$ cat src/rtl/add_result_queue_if.sv
// Handshake bundle between the ripple-carry adder, the result queue and its consumer.
// master = producer/consumer environment, slave = the queue itself.
interface add_result_queue_if #(
  parameter int WIDTH = 32
);
  logic             in_valid;
  logic             in_ready;
  logic [WIDTH-1:0] op_a;
  logic [WIDTH-1:0] op_b;
  logic [WIDTH-1:0] sum;
  logic             cout;
  logic             out_valid;
  logic             out_ready;
  logic [WIDTH-1:0] out_sum;
  logic             out_ovf;
  logic             out_neg;
  logic             out_zero;
  logic             out_carry;

  modport master (
    output in_valid, op_a, op_b, sum, cout, out_ready,
    input  in_ready, out_valid, out_sum, out_ovf, out_neg, out_zero, out_carry
  );

  modport slave (
    input  in_valid, op_a, op_b, sum, cout, out_ready,
    output in_ready, out_valid, out_sum, out_ovf, out_neg, out_zero, out_carry
  );
endinterface

$ cat src/rtl/add_result_queue.sv
// Result queue behind the 32-bit adder: derives signed flags at push, optionally
// saturates on signed overflow, buffers entries in a small FIFO and keeps overflow stats.
module add_result_queue #(
  parameter int WIDTH    = 32,
  parameter int DEPTH    = 4,
  parameter bit SATURATE = 1'b0
) (
  input  logic               clk,
  input  logic               rst_n,
  add_result_queue_if.slave  bus,
  input  logic               clr_stats,
  output logic [15:0]        ovf_count,
  output logic               ovf_sticky
);

  localparam int            AW   = $clog2(DEPTH);
  localparam logic [AW:0]   FULL = (AW+1)'(DEPTH);
  localparam logic [AW-1:0] LAST = AW'(DEPTH-1);

  logic [WIDTH-1:0] mem_sum [DEPTH];
  logic [DEPTH-1:0] mem_ovf;
  logic [DEPTH-1:0] mem_neg;
  logic [DEPTH-1:0] mem_zero;
  logic [DEPTH-1:0] mem_carry;

  logic [AW-1:0]    wr_ptr;
  logic [AW-1:0]    rd_ptr;
  logic [AW:0]      count;

  logic             push;
  logic             pop;
  logic             in_ovf;
  logic             in_neg;
  logic             in_zero;
  logic [WIDTH-1:0] in_sum_st;

  // Ready/valid come only from the count register: no out_ready -> in_ready path.
  assign bus.in_ready  = (count < FULL);
  assign bus.out_valid = (count != '0);
  assign push          = bus.in_valid && bus.in_ready;
  assign pop           = bus.out_valid && bus.out_ready;

  always_comb begin
    in_ovf    = (bus.op_a[WIDTH-1] == bus.op_b[WIDTH-1]) &&
                (bus.sum[WIDTH-1] != bus.op_a[WIDTH-1]);
    in_sum_st = bus.sum;
    if (SATURATE && in_ovf)
      in_sum_st = bus.op_a[WIDTH-1] ? {1'b1, {(WIDTH-1){1'b0}}}
                                    : {1'b0, {(WIDTH-1){1'b1}}};
    in_neg    = in_sum_st[WIDTH-1];
    in_zero   = (in_sum_st == '0);
  end

  assign bus.out_sum   = mem_sum[rd_ptr];
  assign bus.out_ovf   = mem_ovf[rd_ptr];
  assign bus.out_neg   = mem_neg[rd_ptr];
  assign bus.out_zero  = mem_zero[rd_ptr];
  assign bus.out_carry = mem_carry[rd_ptr];

  always_ff @(posedge clk or negedge rst_n) begin
    if (!rst_n) begin
      for (int unsigned i = 0; i < DEPTH; i++)
        mem_sum[i] <= '0;
      mem_ovf   <= '0;
      mem_neg   <= '0;
      mem_zero  <= '0;
      mem_carry <= '0;
    end else if (push) begin
      mem_sum[wr_ptr]   <= in_sum_st;
      mem_ovf[wr_ptr]   <= in_ovf;
      mem_neg[wr_ptr]   <= in_neg;
      mem_zero[wr_ptr]  <= in_zero;
      mem_carry[wr_ptr] <= bus.cout;
    end
  end

  always_ff @(posedge clk or negedge rst_n) begin
    if (!rst_n) begin
      wr_ptr <= '0;
      rd_ptr <= '0;
      count  <= '0;
    end else begin
      if (push)
        wr_ptr <= (wr_ptr == LAST) ? '0 : wr_ptr + 1'b1;
      if (pop)
        rd_ptr <= (rd_ptr == LAST) ? '0 : rd_ptr + 1'b1;
      case ({push, pop})
        2'b10:   count <= count + 1'b1;
        2'b01:   count <= count - 1'b1;
        default: count <= count;
      endcase
    end
  end

  // Clear wins over a same-cycle overflow push; the counter holds at all-ones.
  always_ff @(posedge clk or negedge rst_n) begin
    if (!rst_n) begin
      ovf_count  <= '0;
      ovf_sticky <= 1'b0;
    end else if (clr_stats) begin
      ovf_count  <= '0;
      ovf_sticky <= 1'b0;
    end else if (push && in_ovf) begin
      ovf_sticky <= 1'b1;
      if (ovf_count != '1)
        ovf_count <= ovf_count + 16'd1;
    end
  end

endmodule

$ cat src/flat_wrapper.sv
// flat-port wrapper written by rule: the top's interface ports become plain ports
module add_result_queue_flat 
#(
  parameter int WIDTH    = 32,
  parameter int DEPTH    = 4,
  parameter bit SATURATE = 1'b0
)
  (clk, rst_n, clr_stats, ovf_count, ovf_sticky, bus_in_valid, bus_op_a, bus_op_b, bus_sum, bus_cout, bus_out_ready, bus_in_ready, bus_out_valid, bus_out_sum, bus_out_ovf, bus_out_neg, bus_out_zero, bus_out_carry);
  add_result_queue_if #(.WIDTH(WIDTH)) bus_i ();
  input  logic clk;
  input  logic rst_n;
  input  logic clr_stats;
  output logic [15:0] ovf_count;
  output logic ovf_sticky;
  input wire logic [$bits(bus_i.in_valid)-1:0] bus_in_valid;
  input wire logic [$bits(bus_i.op_a)-1:0] bus_op_a;
  input wire logic [$bits(bus_i.op_b)-1:0] bus_op_b;
  input wire logic [$bits(bus_i.sum)-1:0] bus_sum;
  input wire logic [$bits(bus_i.cout)-1:0] bus_cout;
  input wire logic [$bits(bus_i.out_ready)-1:0] bus_out_ready;
  output wire logic [$bits(bus_i.in_ready)-1:0] bus_in_ready;
  output wire logic [$bits(bus_i.out_valid)-1:0] bus_out_valid;
  output wire logic [$bits(bus_i.out_sum)-1:0] bus_out_sum;
  output wire logic [$bits(bus_i.out_ovf)-1:0] bus_out_ovf;
  output wire logic [$bits(bus_i.out_neg)-1:0] bus_out_neg;
  output wire logic [$bits(bus_i.out_zero)-1:0] bus_out_zero;
  output wire logic [$bits(bus_i.out_carry)-1:0] bus_out_carry;
  assign bus_i.in_valid = bus_in_valid;
  assign bus_i.op_a = bus_op_a;
  assign bus_i.op_b = bus_op_b;
  assign bus_i.sum = bus_sum;
  assign bus_i.cout = bus_cout;
  assign bus_i.out_ready = bus_out_ready;
  assign bus_in_ready = bus_i.in_ready;
  assign bus_out_valid = bus_i.out_valid;
  assign bus_out_sum = bus_i.out_sum;
  assign bus_out_ovf = bus_i.out_ovf;
  assign bus_out_neg = bus_i.out_neg;
  assign bus_out_zero = bus_i.out_zero;
  assign bus_out_carry = bus_i.out_carry;
  add_result_queue #(.WIDTH(WIDTH), .DEPTH(DEPTH), .SATURATE(SATURATE)) u_core (.clk(clk), .rst_n(rst_n), .bus(bus_i), .clr_stats(clr_stats), .ovf_count(ovf_count), .ovf_sticky(ovf_sticky));
endmodule
$ cat config.mk
export PLATFORM = sky130hd
export DESIGN_NAME = add_result_queue_flat
export DESIGN_NICKNAME = d
export VERILOG_FILES = /design/src/rtl/add_result_queue_if.sv /design/src/rtl/add_result_queue.sv /design/src/flat_wrapper.sv
export SDC_FILE = /design/constraint.sdc
export NUM_CORES = 1
export LEC_CHECK = 0
export BUFFER_PORTS_ARGS = -buffer_cell sky130_fd_sc_hd__buf_2
export CORE_MARGIN = 10
export CORE_UTILIZATION = 50
export CTS_BUF_LIST = sky130_fd_sc_hd__clkbuf_16
export DETAILED_ROUTE_END_ITERATION = 7
export PLACE_DENSITY = 0.89
export SLEW_MARGIN = 20
export SYNTH_ARGS = -nofsm -noshare
export SYNTH_HDL_FRONTEND = slang
export SYNTH_SLANG_ARGS = --single-unit
$ cat constraint.sdc
create_clock -name clk -period 1.9 [get_ports clk]
set_input_delay 0.285 -clock clk [delete_from_list [all_inputs] [get_ports clk]]
set_output_delay 0.285 -clock clk [all_outputs]
set_load 0.05 [all_outputs]
==> impl_metrics.ini, run 1 <==
[outcome]
status = finished with violations
failed_checks = negative setup slack

[clock_tree]
cts.sinks = 164
cts_root_buffer = clkbuf_16
cts_inserted_buffers = 17
h-tree-depth = 4
cts.clk_slew.worst_paths_ns = 0.06
clk_latency_ns = 0.42
tritoncts = done
clockBufferDepth = 2

[synthesis]
synth_top_area_share_pct = 54.54
synth_most_common_cell = dfrtp_1
synthAdderAreaFrac_pct = 1.430
synth-edff-count = 0
synthesis.area_mm2 = 0.007525
synth.area.top_cells = dfrtp_1 55%, mux2_2 21%, mux4_2 10%
synth_top_family_by_area = multiplexers
synth_commonest_cells = 164 x dfrtp_1, 142 x mux2_2, 35 x mux4_2
ys.flop_type = dfrtp_1
synthSimpleGateAreaFrac_pct = 5.537
synth_area_per_cell_um2 = 14.96
yosysSeqAreaShare_pct = 54.54
synthMuxAreaShare_pct = 32.14
synth_xor_area_share_pct = 0.3492
yosysWarnings = 0
synth_top_cell_by_area = dfrtp_1
synth.distinct_cells = 48
async_flop_share_pct = 100.0
synth_compound_area_share_pct = 3.392
syn_nets = 613
netlist_instances = 503
synth_seq_cells = 164

[sta]
fmax_mhz = 465.2
fin_crit_ns = 2.150
max_slew_margin_pct = 62.03
setup_viol = 36
hold_viol_final = 0
skew_ns = 0.006024
whs_ns = 0.1519
setup_slack_ns = -0.2498
worst_pin_slew_ns = 0.5696
slew_violations = 0
finalCritPeriodShare_pct = 113.1
rsz0062_at_grt = yes

[worst_setup_path]
critPathMaxFanout = 5
crit_path_end_kind = output pin
rrSetupSlack_ns = 0.05
worstPathArrival_ns = 1.86
slowest_delay_ns = 0.44
worstPathCellList = buf_12 -> buf_12 -> buf_16 -> mux4_2 -> buf_6
crit_path_start = u_core.rd_ptr[0]
critPathRequiredTime_ns = 1.62
worst-setup-path-type = register to output pin
ff2ff_path_depth = 9
r2r_end = u_core.count[2]
slowest_stage = mux4_2
r2r_start = u_core.count[1]
crit_top_cell = buf_12
start_kind = register

[global_routing]
grt_max_degree = 57
top_usage_layer = met2
grt_pass1_wl_mm = 27.73
grt_pass1_vias = 5307
grtUsageTotal_pct = 17.40
use_met2_pct = 30.00
grt_use_met3_pct = 5.506
gr-total-overflow = 0
antenna_found_initial = 0
grt_use_met1_pct = 20.46

[run]
drv_cap = 0

[power_and_ir_drop]
leakage_nw = 4.197
irDropWorstVdd_mv = 1.184
power.total_mw = 18.77
power_density_mw_per_mm2 = 1992

[routing]
postRouteAntennaNets = 0
dr.pass1.iters = 4
vias = 4724
drtIter0Drc = 190
wirelength_mm = 16.95
via_per_inst = 5.747
wire_per_inst_um = 20.62
drc = 0

[placed_design]
place_hpwl_mm = 11.42
gp_congestion = 0.8123
placed_cell_area_mm2 = 0.008453
portBuffers = 94
dp.cells = 780

[floorplanning]
rows = 44
die_x_um = 142.7
coreArea_mm2 = 0.01464
die_area_mm2 = 0.02036
num_io_pins = 157
start_util_pct = 51.38
die_y_um = 142.7

[cells_and_area]
final_net_count = 735
syn_to_final_growth_pct = 25.26
fin_cells = 822
num_antenna_cells = 0
final_util_pct = 64.36
final_area_mm2 = 0.009425
drive_gt1_share_pct = 57.37

[hold_path]
hold_path_class = input pin to register
min_from = bus_cout
min_to = u_core.mem_carry[2]
worstHoldPathCells = 2
## cells by family after synthesis
logic type               Yosys count
flip-flops                       164
AO/OA/AOI/OAI                     36
buffers and inverters             41
XOR/XNOR                           3
adder cells (fa/ha/maj)            8
AND/OR/NAND/NOR                   71
multiplexers                     180
## power breakdown
| part | leakage, nW | switching [mW] | internal [mW] |
|---|---|---|---|
| registers | 1.99 | 0.824 | 5.04 |
| logic | 1.92 | 5.10 | 4.61 |
| clock network | 0.278 | 1.31 | 1.89 |
| total | 4.20 | 7.23 | 11.5 |
## worst max-delay path by stage
stage,endpoint,depth (start not counted)
floorplan,u_core.count[2],9
global placement,u_core.count[2],9
detailed placement,u_core.count[2],9
CTS,bus_out_sum[8],5
global route,bus_out_sum[12],5
finish,bus_out_sum[12],5
## per-stage QoR
stage | TNS (ns) | setup slack (ns)
finish | -6.324 | -0.2498
global route | -8.498 | -0.2970
CTS | -7.039 | -0.2518
detailed placement | 0 | 0.02091
global placement | 0 | 0.1155
floorplan | -0.01461 | -0.01461
## registers in the layout, summed over array words and instances, names as in the netlist
register / count
u_core.mem_neg: 4
u_core.wr_ptr: 2
u_core.ovf_count: 16
u_core.rd_ptr: 2
u_core.count: 3
u_core.ovf_sticky: 1
u_core.mem_sum: 124
u_core.mem_ovf: 4
u_core.mem_zero: 4
u_core.mem_carry: 4
## timing repair
action                                 4_1_cts  5_1_grt
setup endpoints to repair                   36       38
pin swaps                                    0        5
endpoints found under the hold margin       51        0
cloned                                       3        0
setup buffers                                4        2
gates resized for setup                     77        7
hold buffers                                 1        0
## cell usage in the layout, fill, tap and decap left out, types with 13 or more instances in the layout
cell type    n
buf_6       35
buf_2       57
mux4_2      35
dfrtp_2     15
buf_12      13
mux2_2     142
clkbuf_16   17
inv_1       15
dfrtp_1    149
nor2_1      13
buf_4       18
## critical path, delay by kind of cell, from the launching register on
family,cells,cell delay (ns)
buffers and inverters,4,0.58
multiplexers,1,0.44
flip-flops,1,0.42
## cell type report
type	instances	area, um^2
clock buffers	17	425.4
fillers	1019	5219
flip-flops and latches	164	4123
well taps	184	230.2
repair buffers	129	1197
multi-input cells	298	3269
clock inverters	15	123.9
inverters	15	56.30
## metal layers
metal / part of all wire (%) / wire, um / up-vias
li1: - / - / 2130
met1: 42 / 7133 / 2465
met2: 52 / 8799 / 107
met3: 4.6 / 778 / 22
met5: 0 / 0 / -
met4: 1.4 / 238 / 0
Note: power is estimated with default switching activity, not from simulation.
==> run 2: changes to the inputs <==
--- a/config.mk
+++ b/config.mk
@@ -11,6 +11,7 @@
 export CTS_BUF_LIST = sky130_fd_sc_hd__clkbuf_16
 export DETAILED_ROUTE_END_ITERATION = 7
 export PLACE_DENSITY = 0.89
+export SKIP_CTS_REPAIR_TIMING = 1
 export SLEW_MARGIN = 20
 export SYNTH_ARGS = -nofsm -noshare
 export SYNTH_HDL_FRONTEND = slang
==> run 2 against run 1 <==
The flow still finishes with violations (negative setup slack). Sequential power is essentially flat. Critical path type unchanged. Largest cell class unchanged. Utilization shrank 0.10 points. Die area unchanged. Critical endpoint is now bus_out_sum[31]. Clock power hardly changed. Power shrank 0.39%. First-iteration DRC count increased by 21%.
==> impl_metrics.ini, run 2 (synthesis gave the netlist of run 1 again) <==
[outcome]
status = finished with violations
failed_checks = negative setup slack

[power_and_ir_drop]
comb_power_share_pct = 51.5
p_sw_share_pct = 38.58
irDropWorstVdd_mv = 1.213
leakage_nw = 4.192
p_clk_share_pct = 17.1
switching_power_mw = 7.215
seq_power_share_pct = 31.3
power_density_mw_per_mm2 = 1987
power.internal_mw = 11.48

[sta]
fmax_mhz = 477.5
hold_viol_final = 0
rsz0062_at_grt = yes
max_slew_margin_pct = 62.06
fin_crit_ns = 2.094
finalCritPeriodShare_pct = 110.2
worst_pin_slew_ns = 0.5691
setup_viol = 36
fin_tns_setup_ns = -6.049
setup_slack_ns = -0.1942
slew_violations = 0
skew_ns = 0.006125

[hold_path]
hold_path_class = input pin to register
min_from = bus_cout

[clock_tree]
h-tree-depth = 4
clockBufferDepth = 2
cts_inserted_buffers = 17
tritoncts = done
clk_latency_ns = 0.41
cts.clk_slew.worst_paths_ns = 0.06
cts_root_buffer = clkbuf_16
cts.sinks = 164

[cells_and_area]
fin_cells = 821
drive_gt1_share_pct = 57.30
final_area_mm2 = 0.009410
final_common_cell = dfrtp_1
syn_to_final_growth_pct = 25.06
max_flop_register = u_core.mem_sum
final_net_count = 734
fillers = 1015
num_antenna_cells = 0
final_util_pct = 64.26
layout_common_cells = 149 x dfrtp_1, 142 x mux2_2, 57 x buf_2
largest_reg_flops = 124
reg.largest.list = u_core.mem_sum x124, u_core.ovf_count x16

[routing]
drtIter0Drc = 229
wirelength_mm = 16.88
via_per_inst = 5.758
wire_per_inst_um = 20.56
vias = 4727
dr.pass1.iters = 4
postRouteAntennaNets = 0
drc = 0

[floorplanning]
start_util_pct = 51.38
rows = 44
die_y_um = 142.7
coreArea_mm2 = 0.01464
die_area_mm2 = 0.02036
die_x_um = 142.7
num_io_pins = 157

[worst_setup_path]
worst-setup-path-type = register to output pin
worstPathCellList = buf_12 -> buf_12 -> mux4_2 -> buf_6
worstPathArrival_ns = 1.81
critPathMaxFanout = 7
slowest_stage = mux4_2
critPathRequiredTime_ns = 1.62
crit_path_start = u_core.rd_ptr[0]
r2r_start = u_core.count[0]
crit_path_end_kind = output pin
slowest_delay_ns = 0.55
crit_top_cell = buf_12
start_kind = register

[global_routing]
grtUsageTotal_pct = 16.80
grt_pass1_vias = 5229
gr-total-overflow = 0
grt_max_degree = 57
grt_pass1_wl_mm = 27.04
antenna_found_initial = 0

[run]
drv_cap = 0

[placed_design]
place_hpwl_mm = 11.42
dp.cells = 780
gp_congestion = 0.8123
portBuffers = 94
placed_cell_area_mm2 = 0.008453
==> run 2: changes by cell type in the layout (fill, tap and decap cells not counted) <==
cell / delta
clkbuf_16: +4
buf_12: -1
nand2_2: +1
buf_6: +2
buf_16: -3
nand2_4: -1
buf_8: -1
buf_4: -2
==> run 2: metal layers <==
| metal | GRT usage [%] | up-vias | share of wire [%] |
|---|---|---|---|
| met1 | 20.05 | 2466 | 43 |
| li1 | - | 2128 | - |
| met3 | 5.174 | 16 | 4.8 |
| met4 | 4.886 | 0 | 1.1 |
| met2 | 28.72 | 117 | 51 |
| met5 | 0 | - | 0 |
==> run 2: worst max-delay path, delay by kind of cell (launching register included) <==
family   cells  cell delay (ns)
flops        1             0.37
buf+inv      3             0.46
mux          1             0.55
==> run 2: through the flow <==
stage                     power, mW  worst slack (ns)  hold WS (ns)
after global placement        13.68            0.1155        0.2896
after global routing          19.58           -0.2495        0.1472
after detailed placement      14.13           0.02091        0.3043
after floorplan               12.04          -0.01461      -0.01059
final                         18.70           -0.1942        0.1531
after CTS                     17.35           -0.2527       -0.1465
==> run 2: power by group through the flow <==
stage	clock (mW)	sequential [mW]	combinational, mW
floorplan	0	5.56	6.48
global route	3.41	6.03	10.1
CTS	3.25	5.86	8.24
finish	3.20	5.86	9.64
global placement	0	5.70	7.98
detailed placement	0	5.91	8.22
==> run 2: path summary, 6_finish.rpt <==
check	end	slack (ns)	cells after the start
max in group asynchronous	u_core.mem_sum[59]	0.90	3
min reg2reg	u_core.mem_ovf[0]	0.48	2
min	u_core.mem_carry[0]	0.15	2
min in group asynchronous	u_core.ovf_count[1]	0.41	2
max reg2reg	u_core.count[2]	0.07	9
max	bus_out_sum[31]	-0.19	4
==> run 2: layout make-up <==
class / instances / area, um^2 / area share, %
clock inverter: 15 / 123.9 / 1.316
tap: 184 / 230.2 / 2.446
inverter: 15 / 56.30 / 0.5983
sequential: 164 / 4123 / 43.81
timing repair buffer: 128 / 1187 / 12.62
multi-input combinational: 298 / 3264 / 34.69
clock buffer: 17 / 425.4 / 4.521
==> run 3: changes to the inputs <==
--- a/config.mk
+++ b/config.mk
@@ -10,7 +10,7 @@
 export CORE_UTILIZATION = 50
 export CTS_BUF_LIST = sky130_fd_sc_hd__clkbuf_16
 export DETAILED_ROUTE_END_ITERATION = 7
-export PLACE_DENSITY = 0.89
+export PLACE_DENSITY = 0.84
 export SKIP_CTS_REPAIR_TIMING = 1
 export SLEW_MARGIN = 20
 export SYNTH_ARGS = -nofsm -noshare
==> run 3 against run 2 <==
The run still ends with negative setup slack left. Worst setup slack better by 0.0029 ns. Clock skew increased by 0.0020 ns. Via count fell by 0.25%. Sequential share of layout area grew 0.62 points. Final area fell by 1.4%. Register-to-register slack is essentially flat. First-iteration DRC count shrank 9.2%. Cell count shrank 0.49%. Critical path type unchanged.
==> impl_metrics.ini, run 3 (synthesis gave the netlist of run 1 again) <==
[outcome]
status = finished with violations
failed_checks = negative setup slack

[power_and_ir_drop]
power_density_mw_per_mm2 = 1964
seq_power_share_pct = 31.9
power.total_mw = 18.23
leakage_nw = 4.135
irDropWorstVdd_mv = 1.508
p_clk_share_pct = 16.1
comb_power_share_pct = 52.0
power.internal_mw = 11.09
p_sw_share_pct = 39.18
switching_power_mw = 7.142

[floorplanning]
die_x_um = 142.7
die_area_mm2 = 0.02036
num_io_pins = 157
die_y_um = 142.7
coreArea_mm2 = 0.01464
start_util_pct = 51.38
rows = 44

[clock_tree]
clockBufferDepth = 2
cts_root_buffer = clkbuf_16
cts.sinks = 164
h-tree-depth = 4
cts_inserted_buffers = 17
cts.clk_slew.worst_paths_ns = 0.06
tritoncts = done
clk_latency_ns = 0.42

[routing]
drtIter0Drc = 208
drc = 0
wire_per_inst_um = 20.45
wl_met2_mm = 8.450
wirelength_mm = 16.71
highest_layer = met4
wl_met3_um = 690
via_per_inst = 5.771
dr.pass1.iters = 4
vias = 4715
postRouteAntennaNets = 0
drt-met1-wl_mm = 7.450

[sta]
setup_slack_ns = -0.1913
setup_viol = 36
worst_pin_slew_ns = 0.6086
rsz0062_at_grt = yes
whs_ns = 0.1423
hold_viol_final = 0
fmax_mhz = 478.2
finalCritPeriodShare_pct = 110.1
slew_violations = 0
fin_crit_ns = 2.091
skew_ns = 0.008077
max_slew_margin_pct = 59.43

[cells_and_area]
syn_to_final_growth_pct = 23.31
max_flop_register = u_core.mem_sum
layout_common_cells = 149 x dfrtp_1, 142 x mux2_2, 57 x buf_2
reg.largest.list = u_core.mem_sum x124, u_core.ovf_count x16
final_common_cell = dfrtp_1
final_net_count = 732
fin_cells = 817
drive_gt1_share_pct = 56.71
largest_reg_flops = 124
num_antenna_cells = 0
fillers = 1049

[global_routing]
grt_pass1_wl_mm = 26.63
antenna_found_initial = 0
grtUsageTotal_pct = 16.67
grt_max_degree = 63
grt_pass1_vias = 5183
gr-total-overflow = 0

[placed_design]
portBuffers = 94
gp_congestion = 0.8164
place_hpwl_mm = 11.10
dp.cells = 782
pre_cts_slack_ns = 0.07041

[worst_setup_path]
worstPathCellList = buf_12 -> buf_12 -> mux4_2 -> buf_6
cp_top_family = multiplexers
slowest_delay_ns = 0.56
critPathMaxFanout = 6
start_kind = register
critPathBufInv = 3
crit_top_cell = buf_12
worst-setup-path-type = register to output pin
critPathRequiredTime_ns = 1.62
slowest_stage = mux4_2
crit_path_end_kind = output pin
worstPathArrival_ns = 1.81

[run]
drv_cap = 0

[hold_path]
hold_path_class = input pin to register
run 3: changes by cell type in the layout (fill, tap and decap cells not counted), moves of 2 or more:
cell and change:
buf_4 +2, bufinv_16 -2, clkbuf_16 -2, inv_1 +2
inv_2 -2
run 3: path summary, 6_finish.rpt:
check                                  startpoint                    to  slack [ns]  cells after the start
worst max-delay path             u_core.rd_ptr[0]           bus_out_neg       -0.19                      4
worst min-delay path                     bus_cout   u_core.mem_carry[3]        0.14                      2
worst max register to register    u_core.count[1]       u_core.count[2]        0.06                      9
worst min register to register  u_core.mem_ovf[3]     u_core.mem_ovf[3]        0.49                      2
max in group asynchronous                   rst_n  u_core.ovf_count[13]        0.84                      3
min in group asynchronous                   rst_n   u_core.mem_sum[115]        0.42                      2
run 3: final cells by class:
cell class / instances / area, um^2 / share of cell area, %
clock inverters: 13 / 71.32 / 0.7686
flip-flops and latches: 164 / 4123 / 44.43
well taps: 184 / 230.2 / 2.481
multi-input cells: 298 / 3252 / 35.05
clock buffers: 17 / 425.4 / 4.585
inverters: 15 / 56.30 / 0.6068
repair buffers: 126 / 1121 / 12.08
run 3: layer usage:
layer,GRT usage [%],vias to the layer above
met5,0,-
met4,4.289,0
met3,4.677,16
met2,27.63,109
met1,21.17,2475
li1,-,2115
run 3: through the flow:
stage | utilization [%] | cell area [um^2] | setup TNS [ns]
global placement | 57.74 | 8456 | 0
detailed placement | 57.74 | 8456 | 0
global route | 63.36 | 9279 | -7.728
floorplan | - | 7548 | -0.01461
finish | 63.36 | 9279 | -6.028
CTS | 61.13 | 8952 | -7.749
run 3: worst register-to-register path: stages, from the launching register on:
cell and delay [ns]:
dfrtp_1 0.38, or3_4 0.42, nand2_4 0.09, inv_1 0.05
ha_2 0.18, inv_1 0.07, fa_2 0.19, xor2_1 0.16
nor2_1 0.07, xnor2_1 0.12
run 3: power by group through the flow:
stage               Sequential, mW  Clock (mW)  Combinational, mW
floorplan                     5.56           0               6.48
global placement              5.67           0               8.06
detailed placement            5.87           0               8.28
CTS                           5.81        2.99               8.30
global route                  5.97        3.14               10.0
finish                        5.81        2.94               9.48
